### src/rtl/pmpd_spi_master_pkg.sv
// Shared definitions for the PMPD sensor-state SPI master: frame geometry,
// byte-lane positions, FSM state encoding and the frame packing helper.
package pmpd_spi_pkg;

  localparam int FRAME_BITS = 64;
  localparam int PEDAL_MSB  = 31;
  localparam int EXPR_MSB   = 23;
  localparam int BPM_MSB    = 15;
  localparam int RR_MSB     = 7;
  localparam int BIT_CNT_W  = 7;

  typedef enum logic [2:0] {
    IDLE,
    SETUP,
    SHIFT,
    HOLD,
    GAP
  } state_t;

  function automatic logic [FRAME_BITS-1:0] build_frame(
    input logic [7:0] pedal,
    input logic [7:0] expression,
    input logic [7:0] bpm,
    input logic [7:0] rr
  );
    logic [FRAME_BITS-1:0] frame;
    frame = '0;
    frame[PEDAL_MSB -: 8] = pedal;
    frame[EXPR_MSB  -: 8] = expression;
    frame[BPM_MSB   -: 8] = bpm;
    frame[RR_MSB    -: 8] = rr;
    return frame;
  endfunction

endpackage

### src/rtl/pmpd_spi_master_if.sv
// Host-side request/status signals and SPI pins of the PMPD SPI master.
// The master modport is the RTL view; the slave modport is the peer/host view.
interface pmpd_spi_master_if;
  import pmpd_spi_pkg::*;

  logic                  start;
  logic [7:0]            pedal;
  logic [7:0]            expression;
  logic [7:0]            bpm;
  logic [7:0]            rr;
  logic                  sclk;
  logic                  mosi;
  logic                  ss;
  logic                  miso;
  logic                  busy;
  logic                  done;
  logic [FRAME_BITS-1:0] rx_data;

  modport master (
    input  start, pedal, expression, bpm, rr, miso,
    output sclk, mosi, ss, busy, done, rx_data
  );

  modport slave (
    output start, pedal, expression, bpm, rr, miso,
    input  sclk, mosi, ss, busy, done, rx_data
  );

endinterface

### src/rtl/pmpd_spi_master_clk_gen.sv
// SPI clock generator: half-period counter with sclk level, rise/fall strobes
// and a half_done strobe that the FSM also uses to time its fixed waits.
module spi_clk_gen #(
  parameter int CLK_DIV = 4
) (
  input  logic clk,
  input  logic rst,
  input  logic en,
  input  logic toggle_en,
  output logic sclk,
  output logic rise,
  output logic fall,
  output logic half_done
);

  localparam int CW = (CLK_DIV > 1) ? $clog2(CLK_DIV) : 1;

  logic [CW-1:0] cnt_q, cnt_d;
  logic          sclk_q, sclk_d;

  always_comb begin
    half_done = en && (cnt_q == CW'(CLK_DIV - 1));
    rise      = half_done && toggle_en && !sclk_q;
    fall      = half_done && toggle_en && sclk_q;
    cnt_d     = cnt_q;
    if (!en || half_done) begin
      cnt_d = '0;
    end else begin
      cnt_d = cnt_q + CW'(1);
    end
    // Outside SHIFT the clock is forced low so it always idles at 0.
    sclk_d = toggle_en ? (sclk_q ^ half_done) : 1'b0;
  end

  always_ff @(posedge clk) begin
    if (rst) begin
      cnt_q  <= '0;
      sclk_q <= 1'b0;
    end else begin
      cnt_q  <= cnt_d;
      sclk_q <= sclk_d;
    end
  end

  assign sclk = sclk_q;

endmodule

### src/rtl/pmpd_spi_master.sv
// PMPD SPI master (mode 0, MSB first): sends one 64-bit sensor frame and captures
// the 64-bit MISO reply. Define PMPD_SPI_AUTO_EN to add a free-running auto start.
module pmpd_spi_master
  import pmpd_spi_pkg::*;
#(
  parameter int CLK_DIV = 4
`ifdef PMPD_SPI_AUTO_EN
  ,
  parameter int AUTO_PERIOD = 1000
`endif
) (
  input  logic                clk,
  input  logic                rst,
  pmpd_spi_master_if.master   bus
);

  state_t                 state_q, state_d;
  logic [FRAME_BITS-1:0]  tx_q, tx_d;
  logic [FRAME_BITS-1:0]  rx_q, rx_d;
  logic [FRAME_BITS-1:0]  rx_data_q, rx_data_d;
  logic [BIT_CNT_W-1:0]   bit_q, bit_d;
  logic                   ss_q, ss_d;
  logic                   mosi_q, mosi_d;
  logic                   busy_q, busy_d;
  logic                   done_q, done_d;
  logic                   frame_active;
  logic                   auto_start;
  logic                   start_req;
  logic                   sclk, rise, fall, half_done;

`ifdef PMPD_SPI_AUTO_EN
  localparam int AW = (AUTO_PERIOD > 1) ? $clog2(AUTO_PERIOD) : 1;
  logic [AW-1:0] auto_cnt_q, auto_cnt_d;

  // A request fires whenever the counter sits at zero, i.e. right out of reset
  // and after every wrap; it is dropped if a frame is already in flight.
  always_comb begin
    auto_start = (auto_cnt_q == '0);
    auto_cnt_d = (auto_cnt_q == AW'(AUTO_PERIOD - 1)) ? '0 : auto_cnt_q + AW'(1);
  end

  always_ff @(posedge clk) begin
    if (rst) auto_cnt_q <= '0;
    else     auto_cnt_q <= auto_cnt_d;
  end
`else
  assign auto_start = 1'b0;
`endif

  assign start_req = bus.start | auto_start;

  spi_clk_gen #(.CLK_DIV(CLK_DIV)) u_clk_gen (
    .clk       (clk),
    .rst       (rst),
    .en        (state_q != IDLE),
    .toggle_en (state_q == SHIFT),
    .sclk      (sclk),
    .rise      (rise),
    .fall      (fall),
    .half_done (half_done)
  );

  always_comb begin
    state_d   = state_q;
    tx_d      = tx_q;
    rx_d      = rx_q;
    rx_data_d = rx_data_q;
    bit_d     = bit_q;
    case (state_q)
      IDLE: begin
        if (start_req) begin
          tx_d    = build_frame(bus.pedal, bus.expression, bus.bpm, bus.rr);
          rx_d    = '0;
          bit_d   = BIT_CNT_W'(FRAME_BITS - 1);
          state_d = SETUP;
        end
      end
      SETUP: if (half_done) state_d = SHIFT;
      SHIFT: begin
        if (rise) rx_d = {rx_q[FRAME_BITS-2:0], bus.miso};
        if (fall) begin
          tx_d = {tx_q[FRAME_BITS-2:0], 1'b0};
          // Bit 0 ends the shift phase; the counter never wraps to a 65th bit.
          if (bit_q == '0) state_d = HOLD;
          else             bit_d   = bit_q - BIT_CNT_W'(1);
        end
      end
      HOLD: begin
        if (half_done) begin
          state_d   = GAP;
          rx_data_d = rx_q;
        end
      end
      GAP:     if (half_done) state_d = IDLE;
      default: state_d = IDLE;
    endcase

    frame_active = (state_d == SETUP) || (state_d == SHIFT) || (state_d == HOLD);
    ss_d   = !frame_active;
    mosi_d = frame_active ? tx_d[FRAME_BITS-1] : 1'b0;
    busy_d = (state_d != IDLE);
    done_d = (state_q == HOLD) && (state_d == GAP);
  end

  always_ff @(posedge clk) begin
    if (rst) begin
      state_q   <= IDLE;
      tx_q      <= '0;
      rx_q      <= '0;
      rx_data_q <= '0;
      bit_q     <= '0;
      ss_q      <= 1'b1;
      mosi_q    <= 1'b0;
      busy_q    <= 1'b0;
      done_q    <= 1'b0;
    end else begin
      state_q   <= state_d;
      tx_q      <= tx_d;
      rx_q      <= rx_d;
      rx_data_q <= rx_data_d;
      bit_q     <= bit_d;
      ss_q      <= ss_d;
      mosi_q    <= mosi_d;
      busy_q    <= busy_d;
      done_q    <= done_d;
    end
  end

  assign bus.sclk    = sclk;
  assign bus.ss      = ss_q;
  assign bus.mosi    = mosi_q;
  assign bus.busy    = busy_q;
  assign bus.done    = done_q;
  assign bus.rx_data = rx_data_q;

endmodule

### src/flat_wrapper.sv
// flat-port wrapper written by rule: the top's interface ports become plain ports
module pmpd_spi_master_flat import pmpd_spi_pkg::*;
#(
  parameter int CLK_DIV = 4

)
  (clk, rst, bus_start, bus_pedal, bus_expression, bus_bpm, bus_rr, bus_miso, bus_sclk, bus_mosi, bus_ss, bus_busy, bus_done, bus_rx_data);
  pmpd_spi_master_if bus_i ();
  input  logic clk;
  input  logic rst;
  input wire logic [$bits(bus_i.start)-1:0] bus_start;
  input wire logic [$bits(bus_i.pedal)-1:0] bus_pedal;
  input wire logic [$bits(bus_i.expression)-1:0] bus_expression;
  input wire logic [$bits(bus_i.bpm)-1:0] bus_bpm;
  input wire logic [$bits(bus_i.rr)-1:0] bus_rr;
  input wire logic [$bits(bus_i.miso)-1:0] bus_miso;
  output wire logic [$bits(bus_i.sclk)-1:0] bus_sclk;
  output wire logic [$bits(bus_i.mosi)-1:0] bus_mosi;
  output wire logic [$bits(bus_i.ss)-1:0] bus_ss;
  output wire logic [$bits(bus_i.busy)-1:0] bus_busy;
  output wire logic [$bits(bus_i.done)-1:0] bus_done;
  output wire logic [$bits(bus_i.rx_data)-1:0] bus_rx_data;
  assign bus_i.start = bus_start;
  assign bus_i.pedal = bus_pedal;
  assign bus_i.expression = bus_expression;
  assign bus_i.bpm = bus_bpm;
  assign bus_i.rr = bus_rr;
  assign bus_i.miso = bus_miso;
  assign bus_sclk = bus_i.sclk;
  assign bus_mosi = bus_i.mosi;
  assign bus_ss = bus_i.ss;
  assign bus_busy = bus_i.busy;
  assign bus_done = bus_i.done;
  assign bus_rx_data = bus_i.rx_data;
  pmpd_spi_master #(.CLK_DIV(CLK_DIV)) u_core (.clk(clk), .rst(rst), .bus(bus_i));
endmodule
### config.mk
export PLATFORM = sky130hd
export DESIGN_NAME = pmpd_spi_master_flat
export DESIGN_NICKNAME = d
export VERILOG_FILES = /design/src/rtl/pmpd_spi_master_pkg.sv /design/src/rtl/pmpd_spi_master_if.sv /design/src/rtl/pmpd_spi_master_clk_gen.sv /design/src/rtl/pmpd_spi_master.sv /design/src/flat_wrapper.sv
export SDC_FILE = /design/constraint.sdc
export NUM_CORES = 1
export LEC_CHECK = 0
export CORE_MARGIN = 1.5
export CORE_UTILIZATION = 30
export DETAILED_ROUTE_END_ITERATION = 7
export SYNTH_ARGS = -nofsm -noshare
export SYNTH_HDL_FRONTEND = slang
export SYNTH_SLANG_ARGS = --single-unit
export TNS_END_PERCENT = 1
### constraint.sdc
create_clock -name clk -period 3.7 [get_ports clk]
set_clock_uncertainty 0.2 [all_clocks]
set_input_delay 0.555 -clock clk [delete_from_list [all_inputs] [get_ports clk]]
set_output_delay 0.555 -clock clk [all_outputs]
set_load 0.01 [all_outputs]
==> run metrics <==
Maximum Capacitance Violations=0; Post-DP HPWL=10,000 µm; final setup fails=0; Worst Tran Pin Value=1.10 ns; Die Span Y=161 µm; First-pass DRT Iterations=8; Routed Antenna Nets=0; DR iter-0 viols=558; CTS tree=built; Critical Setup Path Class=reg2reg; DR vias=5,999; gr ovfl total=0; cell count after synthesis=830; Total Wirelength=17,000 µm; number of synthesis warnings=0; setup_tns=0 ns; die area=26,000 µm²; Crit path required time=3.94 ns; Clock Sinks=209; Design Area, Final=9500 µm²; ANT cells=0; pwr dens=513 nW/µm²; Area Growth Syn to Fin=26.6%; Syn Area/Cell=9.04 µm²; Max IR drop VDD=0.320 mV; crit path DAT=3.15 ns; # hold bufs at CTS=0; Startpoint Class=flop; drt drc=0; fmax=0.344 GHz; fraction of synthesized area in multiplexers=0.150%; routability cong.=0.740; Slew Viols, Final=0; CTS Buf Count=23; Slew HR=26.3%; element type at the critical path end=flop; leakage power=3.16 nW; cell row count=57; CTS HTree Levels=1; Synth Area in Compound Gates=20.0%; mapped cell area=7500 µm²; post-DR vias/cell=4.85; initial core utilization=30.7%; clk_lat worst skew=0.51 ns; ys flop type=dfxtp_1; vias in the first global route=5,742; Post-CTS Setup Bufs=0; Total Nets Final=936; initial antenna violation count=0; Total GRT Usage=13.0%; RSZ-0062 raised after global routing=no; FFs w/ async S/R, synth=0%; first-pass GRT wire length=28,400 µm; #FFs+latches synth=209; largest net degree at the start of global routing=78; simple-gate portion of the synthesized area=18.5%; most frequent cells in the layout=nand2_1 (227), dfxtp_1 (209), clkdlybuf4s50_1 (103); sequential share of the synthesized area=55.8%; Root Buffer=clkbuf_16; core area=24,500 µm²; syn_nets=868; layout cells sized above 1=7.13%; most common cell after layout, fill and taps aside=nand2_1; synth unique cells=46; Die W=161 µm; io pins=105; largest family of logic cells by synthesized area=compound AO/OA/AOI/OAI gates; clock-pin slew on the worst setup and hold paths=0.06 ns; number of port buffers=104; post-synthesis xor/xnor area fraction=0.233%; minimum clock period=2.91 ns; crit path max fanout=41; status=finished clean; post_cts resized=0; Fin. Hold Viols=0; wire length per cell=13.7 µm; Synth Area in Adders=0.334%; dpl cell area=8760 µm²; clock buffer depth=3; worst hold path class=reg2reg; number of synthesized flops with an enable pin=0; Final Cycle Share=78.5%
## synth_stat cells, types with 2 or more instances
master	number	area share, %
o21ai_1	2	0.13
buf_1	5	0.25
clkbuf_8	5	0.92
a31oi_1	3	0.25
a22oi_1	2	0.20
xnor2_1	2	0.23
a2bb2oi_1	64	7.5
clkbuf_1	48	2.4
buf_2	13	0.87
dfxtp_1	209	56
a311oi_1	3	0.35
a21oi_1	99	6.6
buf_6	3	0.45
nand2b_1	2	0.17
nand3_1	32	2.1
nand2_1	227	11
inv_1	3	0.15
nor3b_1	2	0.20
nor3_1	3	0.20
o31ai_1	3	0.30
or4_1	5	0.50
a222oi_1	31	4.1
nor2_1	40	2.0
ha_1	2	0.33
## layout make-up
| class | instances | area (µm²) |
|---|---|---|
| Fill cell | 2481 | 15000 |
| Inverter | 3 | 11.3 |
| Clock buffer | 31 | 656 |
| Timing Repair Buffer | 117 | 1170 |
| Tap cell | 324 | 405 |
| Clock inverter | 8 | 85.1 |
| Sequential cell | 209 | 4180 |
| Multi-Input combinational cell | 544 | 2980 |
## worst max-delay path, cell delays in order, from the launching register on
cell	delay [ns]
dfxtp_1	0.53
nor3b_1	0.41
nand2_1	0.21
o21ai_4	0.89
buf_4	0.42
a2bb2oi_1	0.18
## stage by stage
| step | std cells | power [W] | util (%) | setup WS, ns | hold slack, ns |
|---|---|---|---|---|---|
| after CTS | 1236 | 0.00495 | 38.8 | 0.704 | 0.227 |
| after detailed placement | 1197 | 0.00271 | 35.8 | 0.680 | 0.221 |
| after global routing | 1236 | 0.00507 | 38.8 | 0.448 | 0.238 |
| after global placement | 1197 | 0.00271 | 35.8 | 0.762 | 0.214 |
| after floorplan | 830 | 0.00262 | - | 1.50 | 0.205 |
| final | 1236 | 0.00487 | 38.8 | 0.794 | 0.231 |
## path summary, 6_finish.rpt
kind | startpoint | end | slack (ns) | cells after the start
hold / removal | u_core.u_clk_gen.cnt_q[0] | u_core.u_clk_gen.cnt_q[0] | 0.23 | 1
setup reg to reg | u_core.state_q[1] | u_core.rx_q[29] | 0.79 | 5
setup / recovery | u_core.state_q[1] | u_core.rx_q[29] | 0.79 | 5
hold reg to reg | u_core.u_clk_gen.cnt_q[0] | u_core.u_clk_gen.cnt_q[0] | 0.23 | 1
## per-layer routing
| layer | GRT usage, % | vias up | share of wire (%) |
|---|---|---|---|
| li1 | - | 3042 | - |
| met1 | 17.9 | 2823 | 50 |
| met2 | 20.7 | 116 | 44 |
| met3 | 2.54 | 18 | 4.3 |
| met4 | 3.32 | 0 | 1.7 |
| met5 | 0 | - | 0 |
## report_power, final
group          total (W)  switching, W  internal (W)
clock network    0.00221      0.000895       0.00131
logic           0.000274      0.000129      0.000145
registers        0.00239     0.0000560       0.00233
## sequential cells by signal (all words and copies together), names as in the netlist
name,flops
u_core.tx_q,64
u_core.bit_q,7
u_core.state_q,3
u_core.u_clk_gen.cnt_q,2
u_core.bus.ss,1
u_core.bus.busy,1
u_core.rx_q,64
u_core.bus.rx_data,64
u_core.bus.mosi,1
u_core.u_clk_gen.sclk,1
u_core.bus.done,1
## cells by family (layout without fill, tap and decap cells)
group	Yosys count	after routing
and+or+nand+nor	327	327
AOI/OAI and AO/OA	212	212
DFF	209	209
buffers and inverters	77	159
adders and majority gates	2	2
xor gates and xnor gates	2	2
muxes	1	1
(Power assumes the default switching activity.)
